[src/rtl/and_unit.sv]
// and_unit -- bitwise AND datapath element for the ALU.
//
// F is a purely combinational A & B. A registered copy of the result, with
// a valid strobe and zero/all-ones status flags, is provided for pipelined
// consumers in the ALU result path.
//
// Parameters:
//   WIDTH      operand and result width in bits (1..64)
//
// Ports:
//   clk        rising-edge clock for the registered path
//   rst        asynchronous, active-high reset for all registers
//   A, B       operands
//   in_valid   qualifies A/B for the registered path
//   F          combinational A & B
//   F_q        registered A & B
//   out_valid  F_q, zero_q and ones_q hold a valid result
//   zero_q     registered flag: result equals 0
//   ones_q     registered flag: result is all ones
module and_unit #(
  parameter int unsigned WIDTH = 8
) (
  input  logic             clk,
  input  logic             rst,
  input  logic [WIDTH-1:0] A,
  input  logic [WIDTH-1:0] B,
  input  logic             in_valid,
  output logic [WIDTH-1:0] F,
  output logic [WIDTH-1:0] F_q,
  output logic             out_valid,
  output logic             zero_q,
  output logic             ones_q
);

  // Combinational result; X on an operand bit only reaches that result bit.
  assign F = A & B;

  // Result, flags and valid are captured together. When no new operand pair
  // is presented, only out_valid drops; the last result and flags are held.
  always_ff @(posedge clk or posedge rst) begin
    if (rst) begin
      F_q       <= '0;
      out_valid <= 1'b0;
      zero_q    <= 1'b0;
      ones_q    <= 1'b0;
    end else if (in_valid) begin
      F_q       <= F;
      out_valid <= 1'b1;
      zero_q    <= (F == '0);
      ones_q    <= (F == '1);
    end else begin
      out_valid <= 1'b0;
    end
  end

endmodule

[config.mk]
export PLATFORM = sky130hd
export DESIGN_NAME = and_unit
export DESIGN_NICKNAME = d
export VERILOG_FILES = /design/src/rtl/and_unit.sv
export SDC_FILE = /design/constraint.sdc
export NUM_CORES = 1
export LEC_CHECK = 0
export CAP_MARGIN = 20
export CELL_PAD_IN_SITES_DETAIL_PLACEMENT = 0
export CELL_PAD_IN_SITES_GLOBAL_PLACEMENT = 1
export CORE_MARGIN = 3
export CORE_UTILIZATION = 23
export CTS_CLUSTER_SIZE = 10
export DETAILED_ROUTE_END_ITERATION = 8
export PLACE_DENSITY_LB_ADDON = 0.08
export SYNTH_ARGS = -nofsm -noshare
export SYNTH_HDL_FRONTEND = slang
export SYNTH_SLANG_ARGS = --single-unit
[constraint.sdc]
create_clock -name clk -period 1 [get_ports clk]
set_input_delay 0.1 -clock clk [delete_from_list [all_inputs] [get_ports clk]]
set_output_delay 0.1 -clock clk [all_outputs]
set_load 0.05 [all_outputs]
==> impl_metrics.sql <==
INSERT INTO impl_metrics (metric_group, metric, value, unit) VALUES
('yosys', 'compound_gate_fraction_of_synth_area', '3.17', '%'),
('setup_path', 'slowest_stage', 'sky130_fd_sc_hd__clkdlybuf4s50_1', ''),
('yosys', 'postSynthRegisterBits', '11', ''),
('sta', 'timing.final.hold_violations', '0', ''),
('cts', 'cts.reportedPaths.clkPinSlew', '60', 'ps'),
('placement', 'gp_congestion', '0.677', ''),
('die', 'core_area', '2040', 'sq um'),
('grt', 'global_route.usage.total', '10.5', '%'),
('grt', 'maximum_number_of_pins_on_one_net_before_global_route_repair', '13', ''),
('sta', 'hold-worst-slack', '113', 'ps'),
('routing', 'dr_wl_cell', '11.6', 'um'),
('cts', 'clock_sink_count', '11', ''),
('pwr', 'switchingPower', '455', 'uW'),
('routing', 'via_per_inst', '4.01', ''),
('cts', 'cts_tree', 'done', ''),
('setup_path', 'cp_cell_sequence', 'clkdlybuf4s50_1 -> nand2_2 -> inv_2 -> buf_12', ''),
('yosys', 'synthDominantAreaCellType', 'sky130_fd_sc_hd__dfrtp_1', ''),
('setup_path', 'required', '900', 'ps'),
('yosys', 'synth_area_leaders', 'sky130_fd_sc_hd__dfrtp_1 54%, sky130_fd_sc_hd__mux2_2 18%, sky130_fd_sc_hd__inv_1 7.3%', ''),
('setup_path', 'cp.buffers_inverters', '3', ''),
('yosys', 'main_combinational_cell_family_by_area_after_synthesis', 'multiplexers', ''),
('setup_path', 'worstPathMaxFanout', '3', ''),
('sta', 'finClkSkew', '0', 'ps'),
('sta', 'min_period_over_period', '97.4', '%'),
('final_layout', 'layout-drive-gt1-share', '58.4', '%'),
('sta', 'max_clock_freq', '1030', 'MHz'),
('routing', 'drt-total-wl', '1350', 'um'),
('grt', 'grt_first_pass_wirelength', '1990', 'um'),
('die', 'die_x', '53.2', 'um'),
('pwr', 'power.clock.fraction', '21.1', '%'),
('yosys', 'synth-xor-area-share', '0', '%'),
('yosys', 'multiplexer_share_of_the_synthesized_area', '17.6', '%'),
('setup_path', 'crit_path_max_incr_delay', '480', 'ps'),
('routing', 'routed_antenna_nets', '0', ''),
('pwr', 'p_int', '935', 'uW'),
('pwr', 'seq_power_share', '36.9', '%'),
('flow_run', 'drv.max_cap_violation_count', '0', ''),
('yosys', 'synthesis.area_per_instance', '11.2', 'sq um'),
('pwr', 'total_leakage_power', '0.551', 'nW'),
('sta', 'setup_ws', '26.1', 'ps'),
('grt', 'antenna_violations_before_repair', '0', ''),
('sta', 'worst-slew-pin-transition', '404', 'ps'),
('routing', 'drc', '0', ''),
('yosys', 'synth.cell_area', '513', 'sq um'),
('setup_path', 'arrival', '870', 'ps'),
('yosys', 'synthAdderAreaFrac', '0', '%'),
('pwr', 'power.share.switching', '32.7', '%'),
('yosys', 'synthCells', '46', ''),
('die', 'num_io_pins', '38', ''),
('cts', 'cts_root_buffer', 'sky130_fd_sc_hd__clkbuf_4', ''),
('pwr', 'peakVddDrop', '0.625', 'mV'),
('min_path', 'worst_hold_path_type', 'primary input to async pin', ''),
('outcome', 'status', 'finished clean', ''),
('yosys', 'warnings_from_yosys', '0', ''),
('yosys', 'netlist.area_leader.share', '53.7', '%'),
('setup_path', 'setup.worst_path.end_class', 'output port', ''),
('yosys', 'synth_simple_gate_area_share', '16.1', '%'),
('pwr', 'power_density', '1180', 'nW/um^2'),
('cts', 'htreeDepth', '1', ''),
('yosys', 'yosys.cell_types.count', '11', ''),
('pwr', 'comb_power_share', '42.0', '%'),
('die', 'dieHeight', '53.2', 'um'),
('cts', 'maximum_buffer_depth_of_the_clock_tree', '2', ''),
('setup_path', 'worst_setup_path_start_kind', 'primary input', ''),
('setup_path', 'path_delay_family', 'buffers and inverters', ''),
('cts', 'tritoncts_buffers', '3', ''),
('die', 'placement_rows', '16', ''),
('grt', 'first_global_vias', '442', ''),
('setup_path', 'path_class', 'primary input to output port', ''),
('sta', 'grt_setup_unrepaired', 'yes', ''),
('final_layout', 'syn_to_final_growth', '129', '%');
==> cells in the mapped netlist (all sizes together) <==
cell type / count
nor4: 2
nor2b: 1
o31ai: 1
a31o: 1
nand4: 2
mux2: 8
nand2: 9
inv: 10
buf: 1
dfrtp: 11
==> timing repair <==
item,CTS,global route
endpoints found under the setup margin,8,8
resized for setup,8,7
buffers inserted,0,2
hold buffers,0,0
pin swaps,0,2
==> registers in the layout, summed over array words and instances, names as in the netlist <==
name and cells:
F_q 8, ones_q 1, out_valid 1, zero_q 1
==> through the flow <==
stage          utilization, %  TNS (ps)  total power, mW  area [sq um]  cells
6_report                 57.6         0             1.39          1180    116
3_5_place_dp             54.7     -2100             1.09          1120    110
2_1_floorplan               -         0            0.759           514     46
4_1_cts                  56.0         0             1.41          1140    114
5_1_grt                  57.6     -15.8             1.47          1180    116
3_3_place_gp             54.7     -2050             1.09          1120    110
==> cell usage in the layout, fill, tap and decap left out <==
cell                              netlist  final
sky130_fd_sc_hd__buf_4                  0      2
sky130_fd_sc_hd__mux2_2                 8      8
sky130_fd_sc_hd__nand2_1                7      1
sky130_fd_sc_hd__inv_2                  0      8
sky130_fd_sc_hd__o31ai_1                1      1
sky130_fd_sc_hd__inv_1                 10      2
sky130_fd_sc_hd__nor4_2                 2      2
sky130_fd_sc_hd__a31o_1                 1      1
sky130_fd_sc_hd__clkbuf_4               0      3
sky130_fd_sc_hd__nand4_1                2      2
sky130_fd_sc_hd__nand2_2                2      8
sky130_fd_sc_hd__nor2b_1                1      1
sky130_fd_sc_hd__dfrtp_2                0      1
sky130_fd_sc_hd__dlymetal6s2s_1         0      1
sky130_fd_sc_hd__clkdlybuf4s50_1        0     17
sky130_fd_sc_hd__buf_12                 0     20
sky130_fd_sc_hd__dfrtp_1               11     10
sky130_fd_sc_hd__clkbuf_1               0      1
==> logic make-up after synthesis <==
logic type,Yosys count
flops,11
buf+inv,11
compound gates,2
mux,8
simple gates,14
==> worst paths after layout <==
kind	from	to	cells past startpoint	slack, ps
min reg2reg	F_q[1]	F_q[1]	1	570
min in group clk	A[3]	zero_q	4	220
max	A[2]	F[2]	4	30
max reg2reg	ones_q	ones_q	2	170
min	rst	F_q[4]	2	110
max in group asynchronous	rst	ones_q	2	580
==> metal layers <==
metal	routed length (um)	track usage, %
met2	780	17.1
met1	477	11.3
met5	0	0
met4	27	6.38
met3	60	4.23
==> power by group through the flow <==
stage	clock network, mW	registers [mW]	logic (mW)
floorplan	0	0.620	0.139
global placement	0	0.523	0.567
detailed placement	0	0.523	0.571
CTS	0.315	0.515	0.576
global route	0.342	0.518	0.607
finish	0.293	0.513	0.584
==> worst reg2reg max path, stage by stage (launching register included) <==
cell and delay [ps]:
sky130_fd_sc_hd__dfrtp_2 420, sky130_fd_sc_hd__nor2b_1 130, sky130_fd_sc_hd__a31o_1 170
==> final cells by class <==
type | count | area (sq um)
fill | 189 | 866
clock buffer | 4 | 26.3
inverter | 10 | 37.5
multi-input combinational | 24 | 204
tap | 27 | 33.8
sequential | 11 | 277
timing repair buffer | 40 | 598
Power figures use the tool's default switching activity.
